$ cat src/rtl/tcs34725_i2c_responder.sv
// rtl/tcs34725_i2c_responder.sv - I2C target emulating the TCS34725 colour sensor register reads
// Optional feature macro: TCS_RESP_WRITE_EN (ACK and store data bytes written to ENABLE/ATIME)
// Ports:
//   clk, rst                 system clock (>=8x SCL), asynchronous active-high reset
//   scl, sda_in              I2C bus inputs, synchronised internally
//   sda_oe                   1 = pull SDA low (open-drain), 0 = release
//   clear_in..blue_in        channel values, snapshotted when a read address is accepted
//   valid_in                 served as STATUS[0] (AVALID), snapshotted with the channels
//   busy                     high while this target is addressed, until STOP
//   rd_strobe                one-cycle pulse after each transmitted data byte
module tcs34725_i2c_responder #(
    parameter logic [6:0] DEV_ADDR    = 7'h29,
    parameter logic [7:0] ID_VAL      = 8'h44,
    parameter int         SYNC_STAGES = 2
) (
    input  logic        clk,
    input  logic        rst,
    input  logic        scl,
    input  logic        sda_in,
    output logic        sda_oe,
    input  logic [15:0] clear_in,
    input  logic [15:0] red_in,
    input  logic [15:0] green_in,
    input  logic [15:0] blue_in,
    input  logic        valid_in,
    output logic        busy,
    output logic        rd_strobe
);
    typedef enum logic [3:0] {
        IDLE, ADDR, ADDR_ACK, CMD, CMD_ACK, WDATA, WDATA_ACK, RDATA, RDATA_ACK
    } state_t;

    logic [SYNC_STAGES-1:0] scl_sync, sda_sync;
    logic scl_s, sda_s, scl_d, sda_d;
    logic scl_rise, scl_fall, start_det, stop_det, bus_evt, byte_done;

    state_t      state_q, state_d;
    logic [3:0]  bit_cnt_q, bit_cnt_d;
    logic [7:0]  shreg_q, shreg_d, tx_q, tx_d, rd_data;
    logic [4:0]  reg_ptr_q, reg_ptr_d;
    logic        ack_q, ack_d, sda_oe_q, sda_oe_d, busy_q, busy_d, rd_strobe_q, rd_strobe_d;
    logic        snap_load;
    logic [15:0] snap_clear, snap_red, snap_green, snap_blue;
    logic        snap_valid;
    logic [7:0]  enable_q, atime_q;

    // Synchronisers reset to the idle bus level so reset release never fakes an edge.
    always_ff @(posedge clk or posedge rst) begin
        if (rst) begin
            scl_sync <= '1;
            sda_sync <= '1;
            scl_d    <= 1'b1;
            sda_d    <= 1'b1;
        end else begin
            scl_sync <= {scl_sync[SYNC_STAGES-2:0], scl};
            sda_sync <= {sda_sync[SYNC_STAGES-2:0], sda_in};
            scl_d    <= scl_s;
            sda_d    <= sda_s;
        end
    end

    assign scl_s     = scl_sync[SYNC_STAGES-1];
    assign sda_s     = sda_sync[SYNC_STAGES-1];
    assign scl_rise  = scl_s & ~scl_d;
    assign scl_fall  = ~scl_s & scl_d;
    assign start_det = scl_s & scl_d & sda_d & ~sda_s;
    assign stop_det  = scl_s & scl_d & ~sda_d & sda_s;
    assign bus_evt   = start_det | stop_det;
    // The 8th SCL fall of a received byte: the ACK/NACK decision point.
    assign byte_done = scl_fall & (bit_cnt_q == 4'd8);

    always_ff @(posedge clk or posedge rst) begin
        if (rst) begin
            snap_clear <= '0;
            snap_red   <= '0;
            snap_green <= '0;
            snap_blue  <= '0;
            snap_valid <= 1'b0;
        end else if (snap_load) begin
            snap_clear <= clear_in;
            snap_red   <= red_in;
            snap_green <= green_in;
            snap_blue  <= blue_in;
            snap_valid <= valid_in;
        end
    end

`ifdef TCS_RESP_WRITE_EN
    always_ff @(posedge clk or posedge rst) begin
        if (rst) begin
            enable_q <= '0;
            atime_q  <= '0;
        end else if (state_q == WDATA && byte_done && !bus_evt) begin
            if (reg_ptr_q == 5'h00) enable_q <= shreg_q;
            else if (reg_ptr_q == 5'h01) atime_q <= shreg_q;
        end
    end
`else
    assign enable_q = 8'h00;
    assign atime_q  = 8'h00;
`endif

    always_comb begin
        case (reg_ptr_q)
            5'h00:   rd_data = enable_q;
            5'h01:   rd_data = atime_q;
            5'h12:   rd_data = ID_VAL;
            5'h13:   rd_data = {7'b0, snap_valid};
            5'h14:   rd_data = snap_clear[7:0];
            5'h15:   rd_data = snap_clear[15:8];
            5'h16:   rd_data = snap_red[7:0];
            5'h17:   rd_data = snap_red[15:8];
            5'h18:   rd_data = snap_green[7:0];
            5'h19:   rd_data = snap_green[15:8];
            5'h1A:   rd_data = snap_blue[7:0];
            5'h1B:   rd_data = snap_blue[15:8];
            default: rd_data = 8'h00;
        endcase
    end

    always_ff @(posedge clk or posedge rst) begin
        if (rst) begin
            state_q     <= IDLE;
            bit_cnt_q   <= '0;
            shreg_q     <= '0;
            tx_q        <= '0;
            reg_ptr_q   <= '0;
            ack_q       <= 1'b0;
            sda_oe_q    <= 1'b0;
            busy_q      <= 1'b0;
            rd_strobe_q <= 1'b0;
        end else begin
            state_q     <= state_d;
            bit_cnt_q   <= bit_cnt_d;
            shreg_q     <= shreg_d;
            tx_q        <= tx_d;
            reg_ptr_q   <= reg_ptr_d;
            ack_q       <= ack_d;
            sda_oe_q    <= sda_oe_d;
            busy_q      <= busy_d;
            rd_strobe_q <= rd_strobe_d;
        end
    end

    always_comb begin
        state_d     = state_q;
        bit_cnt_d   = bit_cnt_q;
        shreg_d     = shreg_q;
        tx_d        = tx_q;
        reg_ptr_d   = reg_ptr_q;
        ack_d       = ack_q;
        sda_oe_d    = sda_oe_q;
        busy_d      = busy_q;
        rd_strobe_d = 1'b0;
        snap_load   = 1'b0;
        if (stop_det) begin
            state_d  = IDLE;
            sda_oe_d = 1'b0;
            busy_d   = 1'b0;
        end else if (start_det) begin
            // Repeated START keeps reg_ptr so a pointer write can be followed by a read.
            state_d   = ADDR;
            bit_cnt_d = 4'd0;
            sda_oe_d  = 1'b0;
        end else begin
            if ((state_q == ADDR || state_q == CMD || state_q == WDATA) &&
                scl_rise && bit_cnt_q != 4'd8) begin
                shreg_d   = {shreg_q[6:0], sda_s};
                bit_cnt_d = bit_cnt_q + 4'd1;
            end
            case (state_q)
                ADDR: if (byte_done) begin
                    bit_cnt_d = 4'd0;
                    if (shreg_q[7:1] == DEV_ADDR) begin
                        state_d   = ADDR_ACK;
                        sda_oe_d  = 1'b1;
                        busy_d    = 1'b1;
                        snap_load = shreg_q[0];
                    end else begin
                        state_d = IDLE;
                        busy_d  = 1'b0;
                    end
                end
                ADDR_ACK: if (scl_fall) begin
                    if (shreg_q[0]) begin
                        tx_d     = rd_data;
                        sda_oe_d = ~rd_data[7];
                        state_d  = RDATA;
                    end else begin
                        sda_oe_d = 1'b0;
                        state_d  = CMD;
                    end
                end
                CMD: if (byte_done) begin
                    bit_cnt_d = 4'd0;
                    if (shreg_q[7]) begin
                        reg_ptr_d = shreg_q[4:0];
                        sda_oe_d  = 1'b1;
                        state_d   = CMD_ACK;
                    end else begin
                        state_d = IDLE;
                    end
                end
                CMD_ACK: if (scl_fall) begin
                    sda_oe_d = 1'b0;
                    state_d  = WDATA;
                end
                WDATA: if (byte_done) begin
                    bit_cnt_d = 4'd0;
`ifdef TCS_RESP_WRITE_EN
                    sda_oe_d  = 1'b1;
                    state_d   = WDATA_ACK;
`else
                    state_d   = IDLE;
`endif
                end
                WDATA_ACK: if (scl_fall) begin
                    sda_oe_d  = 1'b0;
                    reg_ptr_d = reg_ptr_q + 5'd1;
                    state_d   = WDATA;
                end
                // sda_oe is the inverse of the bit: a 0 bit pulls the line low.
                RDATA: if (scl_fall) begin
                    if (bit_cnt_q == 4'd7) begin
                        bit_cnt_d   = 4'd0;
                        sda_oe_d    = 1'b0;
                        rd_strobe_d = 1'b1;
                        state_d     = RDATA_ACK;
                    end else begin
                        bit_cnt_d = bit_cnt_q + 4'd1;
                        tx_d      = {tx_q[6:0], 1'b0};
                        sda_oe_d  = ~tx_q[6];
                    end
                end
                RDATA_ACK: begin
                    if (scl_rise) begin
                        ack_d = ~sda_s;
                        if (!sda_s) reg_ptr_d = reg_ptr_q + 5'd1;
                    end else if (scl_fall) begin
                        if (ack_q) begin
                            tx_d     = rd_data;
                            sda_oe_d = ~rd_data[7];
                            state_d  = RDATA;
                        end else begin
                            state_d = IDLE;
                        end
                    end
                end
                default: ;
            endcase
        end
    end

    assign sda_oe    = sda_oe_q;
    assign busy      = busy_q;
    assign rd_strobe = rd_strobe_q;
endmodule

$ cat config.mk
export PLATFORM = sky130hd
export DESIGN_NAME = tcs34725_i2c_responder
export DESIGN_NICKNAME = d
export VERILOG_FILES = /design/src/rtl/tcs34725_i2c_responder.sv
export SDC_FILE = /design/constraint.sdc
export NUM_CORES = 1
export LEC_CHECK = 0
export CELL_PAD_IN_SITES_DETAIL_PLACEMENT = 0
export CELL_PAD_IN_SITES_GLOBAL_PLACEMENT = 1
export CORE_ASPECT_RATIO = 0.6
export CORE_MARGIN = 2
export CORE_UTILIZATION = 40
export CTS_CLUSTER_DIAMETER = 30
export DETAILED_ROUTE_END_ITERATION = 12
export PLACE_DENSITY = 0.76
export SLEW_MARGIN = 30
export SYNTH_ARGS = -nofsm -noshare
export SYNTH_HDL_FRONTEND = slang
export SYNTH_SLANG_ARGS = --single-unit
$ cat constraint.sdc
create_clock -name clk -period 3.3 [get_ports clk]
set_clock_uncertainty 0.1 [all_clocks]
set_input_delay 0.66 -clock clk [delete_from_list [all_inputs] [get_ports clk]]
set_output_delay 0.66 -clock clk [all_outputs]
set_load 0.01 [all_outputs]
# After elaboration in Yosys (flattened, before gate mapping)
# Index checks and enable logic that the tools add are counted.
# word_totals
memories	0
inputBits	69
latch_bits	0
wordCells	169
ramBits	0
mem_bits_ro	0
output_inout_bits	3
register_bits	103
# op_classes
mux	67
multipliers	0
reduce_logical	19
magnitude_cmp	0
n_shift	0
n_eq_ne	47
div_mod_pow	0
n_bitwise	16
n_addsub	2
# ops
cell	n
case mux 8 bit (10 select lines)	1
2-to-1 mux 4 bit	16
== test 5 bit (second input constant)	10
2-to-1 mux 7 bit	7
!= test 4 bit (second input constant)	11
2-to-1 mux 1 bit	29
case mux 4 bit (7 select lines)	1
2-to-1 mux 5 bit	5
!= test 2 bit (second input constant)	12
case mux 7 bit (3 select lines)	1
== test 4 x 3 -> 1 bit (second input constant)	5
AND reduction 10 bit	2
case mux 5 bit (3 select lines)	1
AND reduction 11 bit	1
2-to-1 mux 3 bit	3
nonzero test 9 bit	1
AND 1 bit	8
== test 4 x 2 -> 1 bit (second input constant)	2
== test 4 bit (second input constant)	2
inverter 1 bit	8
case mux 4 bit (2 select lines)	1
AND reduction 8 bit	1
nonzero test 8 bit	1
== test 7 x 6 -> 1 bit (second input constant)	1
16 further kinds	21

# Depth between registers and ports, before layout
# Gate-level depths: netlist of the first run.
# depth
word_depth	9
mapped_depth	9
mapped_depth_nobuf	7

# Least setup slack after synthesis of the first run
# OpenSTA, ideal clock, no wires.
# synth_timing
path_type	register to register
from	register scl_d
to	register snap_blue[0]
arrival_time_ns	1.891
required_ns	3.075
setup_ns	0.125
n_path_buf	2
slack_ns	1.184
synth_period_minus_slack_ns	2.116
path_stages_with_launch	8
cell_sequence	dfstp_2 -> nor2b_1 -> nand2_1 -> nor4_2 -> nand2_1 -> buf_6 -> buf_6 -> mux2_4
# synth_between
elab_chain_len	6
word_cells_on_any_way	11
cone_classes	mux (4); bitwise (7)
# synth_lines
element	line_no	source
from (decl)	34	logic scl_s, sda_s, scl_d, sda_d;
from (signal assigned)	57	scl_d <= scl_s;
AND 1 bit	65	assign scl_fall = ~scl_s & scl_d;
AND 1 bit	70	assign byte_done = scl_fall & (bit_cnt_q == 4'd8);
2-to-1 mux 1 bit	172	ADDR: if (byte_done) begin
2-to-1 mux 1 bit	171	case (state_q)
2-to-1 mux 1 bit	160	end else if (start_det) begin
2-to-1 mux 1 bit *	156	if (stop_det) begin
to (signal assigned)	83	snap_blue <= blue_in;
to (decl)	43	logic [15:0] snap_clear, snap_red, snap_green, snap_blue;
# Every way passes the cells marked *; elsewhere a longest branch is shown, timed or not.
# A chain may end at the register's enable or synchronous reset.

# Worst setup path in the final report of the first run
# layout_timing
from	register state_q[2]
to	register snap_red[15]
# layout_between
elab_chain_len	4
# layout_lines
element	line_no	source
from (decl)	37	state_t state_q, state_d;
from (signal assigned)	133	state_q <= state_d;
== test 4 x 1 -> 1 bit	171	
2-to-1 mux 1 bit	171	
2-to-1 mux 1 bit	160	
2-to-1 mux 1 bit	156	
to (signal assigned)	81	snap_red <= red_in;
to (decl)	43	
# No other way between the ends.

==> results of run 1 <==
final cells by class:
| class | count | area share |
|---|---|---|
| clock buffers | 10 | 0.0361 |
| clock inverters | 6 | 0.0115 |
| inverters | 10 | 0.00623 |
| multi-input cells | 320 | 0.401 |
| flip-flops and latches | 103 | 0.390 |
| well taps | 175 | 0.0330 |
| repair buffers | 81 | 0.122 |
cells in the final DEF (no fill, tap or decap), types with 3 or more instances in the layout:
cell / instances
and3b_1: 3
buf_4: 8
clkbuf_16: 9
a22oi_1: 24
mux2_4: 50
nor4_1: 3
nand2b_1: 6
o21ai_0: 19
nor3b_1: 6
inv_1: 9
nand3_1: 10
nand2_1: 29
a31oi_1: 10
dfrtp_1: 97
mux2i_1: 6
o21ai_1: 3
clkdlybuf4s50_1: 71
clkinv_4: 3
ha_1: 6
mux2_2: 11
mux2_1: 15
nor2b_1: 8
nor2_1: 19
and3_1: 3
nand4b_1: 3
and4b_1: 6
dfstp_2: 6
nor3_1: 3
o22ai_1: 8
a21oi_1: 14
nand4_1: 4
o211ai_1: 5
a22o_1: 3
sequential cells by signal, summed over array words and instances (netlist names), 2 cells and up:
signal      count
shreg_q         8
sda_sync        2
tx_q            7
snap_green     16
reg_ptr_q       5
state_q         4
snap_clear     16
snap_red       16
snap_blue      16
scl_sync        2
bit_cnt_q       4
metal layers:
metal | global-route usage | vias up
met1 | 0.305 | 1994
met2 | 0.278 | 126
met4 | 0.0417 | 0
met3 | 0.0629 | 12
li1 | - | 1863
met5 | 0 | -
kinds of logic after synthesis:
logic type / after synthesis
XOR/XNOR: 2
flip-flops: 103
buffers and inverters: 43
adder cells (fa/ha/maj): 6
AND/OR/NAND/NOR: 114
multiplexers: 82
AO/OA/AOI/OAI: 116
power groups by stage:
stage	sequential [mW]	clock, mW	combinational [mW]
2_1_floorplan	1.47	0	0.416
3_3_place_gp	1.53	0	0.563
3_5_place_dp	1.53	0	0.573
4_1_cts	1.51	1.16	0.578
5_1_grt	1.53	1.20	0.634
6_report	1.51	1.12	0.575
worst paths after layout:
path,from,end,slack [ps],cells past startpoint
setup / recovery,state_q[2],snap_red[15],730,5
hold / removal,scl_sync[0],scl_sync[1],260,0
setup reg to reg,state_q[2],snap_red[15],730,5
hold reg to reg,scl_sync[0],scl_sync[1],260,0
max in group asynchronous,rst,scl_sync[1],2020,3
min in group asynchronous,rst,snap_red[12],650,3
through the flow:
stage	total power [mW]	util	area (sq um)	setup WS, ps
after floorplan	1.88	-	5470	1180
after global placement	2.09	0.467	6310	820
after detailed placement	2.11	0.467	6310	786
after CTS	3.24	0.491	6630	776
after global routing	3.36	0.491	6630	612
final	3.21	0.491	6630	730
==> results_dict.tcl, run 1 <==
set metrics [dict create \
    pin_count 72 \
    row_count 33 \
    setup.worst_path.start_class "flip-flop" \
    routed_wirelength_microns 13900 \
    cts_hold_buf 0 \
    yosysTopAreaCellShare 0.444 \
    fmax_ghz 0.389 \
    synth_area_per_cell_sq_um 11.7 \
    ff_latch_area_sq_um 2580 \
    cp_max_fo 65 \
    cts_setup_buffers 0 \
    viasPerCell 5.67 \
    io_buffers 71 \
    synth_nets 541 \
    cp-end-kind "flip-flop" \
    cts_buffers 9 \
    relSlewSlack 0.611 \
    synth_adder_area_share 0.0137 \
    finalSetupTns_ps 0 \
    synth_compound_area_frac 0.148 \
    m1WireLength_microns 7090 \
    syn_area_sq_um 5460 \
    wl_met3_microns 1080 \
    rsz0062_at_grt "no" \
    synth-xor-area-share 0.00321 \
    yosys.area.top_type "dfrtp_1" \
    path_cells "or3b_1, nor4_2, nand2_4, buf_12, mux2_1" \
    yosys.cell_count.top_type "dfrtp_1" \
    setup_violations 0 \
    slowest_delay_ps 600 \
    yosys_warnings 0 \
    routedWlPerCell_microns 19.8 \
    nets 600 \
    met2_length_microns 5640 \
    p_clk_frac 0.350 \
    die_w_microns 155 \
    area_growth_pct 21.3 \
    p_comb_frac 0.179 \
    worstPathRequired_ps 3430 \
    ys.flop_type "dfrtp_1" \
    timing.hold.ws_ps 257 \
    yosysSeqAreaShare 0.473 \
    slowest_stage "or3b_1" \
    synth-seq-cells 103 \
    fin_crit_sh 0.779 \
    drtAntennaViolNets 0 \
    overflow 0 \
    synth_edf_count 0 \
    vias 3995 \
    cts_root_buf "clkbuf_16" \
    status "finished clean" \
    synth_cells 466 \
    dp_hpwl_microns 10200 \
    dp_cells 689 \
    final_max_slew_viol_count 0 \
    initial_utilization 0.405 \
    grt_pass1_vias 4080 \
    grt_pass1_wl_microns 22600 \
    fillers 1163 \
    ir_drop_mv 0.237 \
    die-area_sq_um 14600 \
    multi_input_area_sq_um 2660 \
    gp_congestion 0.889 \
    p_switching_mw 0.897 \
    drive_above_1_share 0.187 \
    p_int_mw 2.31 \
    clockBufferDepth 2 \
    crit_family "simple AND/OR/NAND/NOR gates" \
    arrival_ps 2700 \
    power_frac_seq 0.471 \
    dr.pass1.iters 5 \
    path_buf_inv 1 \
    insertion_delay_ps 350 \
    clock-sinks 103 \
    sw_frac_of_total 0.279 \
    power_leakage_nw 2.81 \
    hold_viol_final 0 \
    core_area_sq_um 13500 \
    p_per_area_nw_per_um2 485 \
    grt_usage 0.201 \
    synth-async-reset-ratio 1.00 \
    tritoncts "done" \
    synth.area.mux_share 0.202 \
    highest-signal-layer "met4" \
    cts_resized 0 \
    cap_violations 0 \
    synthSimpleGateAreaFrac 0.118 \
    drc 0 \
    stdcell_count 705 \
    min_path_type "reg2reg" \
    critPathKind "reg2reg" \
    netlist_top_cells_count "dfrtp_1, mux2_4, nand2_1" \
    ys_types 65 \
    worst_slew_pin_slew_ps 583 \
    antenna_found_initial 0 \
    drt_iter0_drc 328 \
    htreeDepth 3 \
    finalCriticalPeriod_ps 2570 \
    clk_pin_slew_ps 70 \
    diodes 0 \
    synth_area_leaders "dfrtp_1, mux2_4, a22oi_1" \
    die_h_microns 94.5 \
    synth_top_family_by_area "multiplexers" \
    grt_max_degree 83 \
]
Note: power is estimated with default switching activity, not from simulation.
==> run 2: changes to the inputs <==
- clock period: 3.3 -> 2.3 ns (I/O delays scaled with it)
==> run 2 against run 1 <==
  * Total power rose by 44%
  * First-iteration DRC count rose by 20%
  * Sequential power rose by 41%
  * Clock power rose by 38%
  * Routed wire length rose by 2.2%
  * Worst setup slack got worse by 620 ps
  * Sequential cell count did not move
  * Global-route usage rose by 0.55 points
  * Design area rose by 4.3%
  * Highest routed layer unchanged
  * Fmax rose by 17%
  * Via count rose by 3.6%
  * Worst hold slack improved by 0.91 ps
==> results_dict.tcl, run 2 (synthesized netlist as in run 1, its figures left out) <==
set metrics [dict create \
    arrival_ps 2370 \
    vias 4140 \
    io_buffers 71 \
    final_max_slew_viol_count 0 \
    layout_common_cells "dfrtp_1, clkdlybuf4s50_1, mux2_4" \
    fmax_ghz 0.456 \
    gp_congestion 0.889 \
    overflow 0 \
    p_switching_mw 1.35 \
    setup.worst_path.start_class "flip-flop" \
    sw_frac_of_total 0.292 \
    power_frac_seq 0.462 \
    die_w_microns 155 \
    cts_root_buf "clkbuf_16" \
    grt_max_degree 54 \
    ff2ff_path_depth 5 \
    die_h_microns 94.5 \
    antenna_found_initial 0 \
    clock-sinks 103 \
    slowest_delay_ps 680 \
    critPathKind "reg2reg" \
    clk_pin_slew_ps 80 \
    grt_pass1_wl_microns 23100 \
    setup_violations 0 \
    p_int_mw 3.27 \
    cts_resized 0 \
    cap_violations 0 \
    cp_max_fo 11 \
    slowest_stage "or4b_1" \
    hold_viol_final 0 \
    min_path_type "reg2reg" \
    path_cells "or4b_1, o22a_1, a21o_1, a41o_1, nor3_2" \
    finalCriticalPeriod_ps 2190 \
    path_buf_inv 0 \
    rsz0062_at_grt "no" \
    initial_utilization 0.405 \
    grt_usage 0.206 \
    ir_drop_mv 0.350 \
    dpl_cell_area_sq_um 6600 \
    fin_crit_sh 0.953 \
    tritoncts "done" \
    viasPerCell 5.60 \
    drive_above_1_share 0.243 \
    power_leakage_nw 2.99 \
    drc 0 \
    pin_count 72 \
    htreeDepth 3 \
    status "finished clean" \
    dp_hpwl_microns 10700 \
    insertion_delay_ps 350 \
    relSlewSlack 0.653 \
    routedWlPerCell_microns 19.3 \
    grt_pass1_vias 4086 \
    final_area_sq_um 6910 \
    cts_buffers 9 \
    cp-end-kind "flip-flop" \
    drtAntennaViolNets 0 \
    finalSetupTns_ps 0 \
    worstPathRequired_ps 2470 \
    cp.depth 5 \
    core_area_sq_um 13500 \
    diodes 0 \
    routed_wirelength_microns 14200 \
    hold_path_depth 0 \
    cts_setup_buffers 0 \
    die-area_sq_um 14600 \
    row_count 33 \
    p_per_area_nw_per_um2 668 \
    drt_iter0_drc 395 \
    dr.pass1.iters 5 \
    p_comb_frac 0.205 \
    worst_slew_pin_slew_ps 515 \
    crit_family "simple AND/OR/NAND/NOR gates" \
    nets 634 \
    area_growth_pct 26.5 \
    p_clk_frac 0.333 \
    clockBufferDepth 2 \
    final_common_cell "dfrtp_1" \
    cts_hold_buf 0 \
]
-- run 2: cell count changes in the layout (fill, tap and decap cells not counted), moves of 2 or more --
cell and change:
clkinv_4 -2, clkinv_8 +2, buf_4 +31, clkinvlp_4 +2
buf_12 +3
-- run 2: worst register-to-register path: stages, from the launching register on --
cell     delay, ps
dfrtp_1        500
or4b_1         680
o22a_1         250
a21o_1         230
a41o_1         260
nor3_2         100
-- run 2: power groups by stage --
stage / Sequential [mW] / Combinational, mW / Clock [mW]
2_1_floorplan: 2.11 / 0.596 / 0
3_3_place_gp: 2.16 / 0.922 / 0
3_5_place_dp: 2.16 / 0.944 / 0
5_1_grt: 2.15 / 1.04 / 1.65
6_report: 2.13 / 0.946 / 1.54
4_1_cts: 2.13 / 0.947 / 1.57
-- run 2: area by class of cell --
class                           count  area, sq um
Clock buffer                        9          225
Clock inverter                      7         78.8
Fill cell                        1174         6590
Inverter                           10         41.3
Multi-Input combinational cell    320         2660
Sequential cell                   103         2580
Tap cell                          175          219
Timing Repair Buffer              115         1100
-- run 2: final timing paths --
path,startpoint,endpoint,slack [ps]
setup reg to reg,state_q[1],reg_ptr_q[0],110
hold reg to reg,sda_sync[0],sda_sync[1],260
max in group asynchronous,rst,reg_ptr_q[1],1130
setup / recovery,state_q[1],reg_ptr_q[0],110
hold / removal,sda_sync[0],sda_sync[1],260
min in group asynchronous,rst,snap_red[5],360
-- run 2: routing by layer --
layer  GRT usage  vias up  share of wire
met5           0        -              0
met4      0.0347        0         0.0068
met3      0.0555        8          0.072
met2       0.275      140           0.40
met1       0.330     2059           0.52
li1            -     1933              -
-- run 2: per-stage QoR --
step / hold slack (ps) / setup WS [ps] / util / total power, mW / instances
after floorplan: 245 / 184 / - / 2.70 / 466
after global routing: 261 / 0.690 / 0.512 / 4.85 / 739
after global placement: 248 / 55.9 / 0.489 / 3.08 / 723
final: 258 / 108 / 0.512 / 4.62 / 739
after CTS: 259 / 38.7 / 0.512 / 4.65 / 739
after detailed placement: 248 / 46.1 / 0.489 / 3.10 / 723
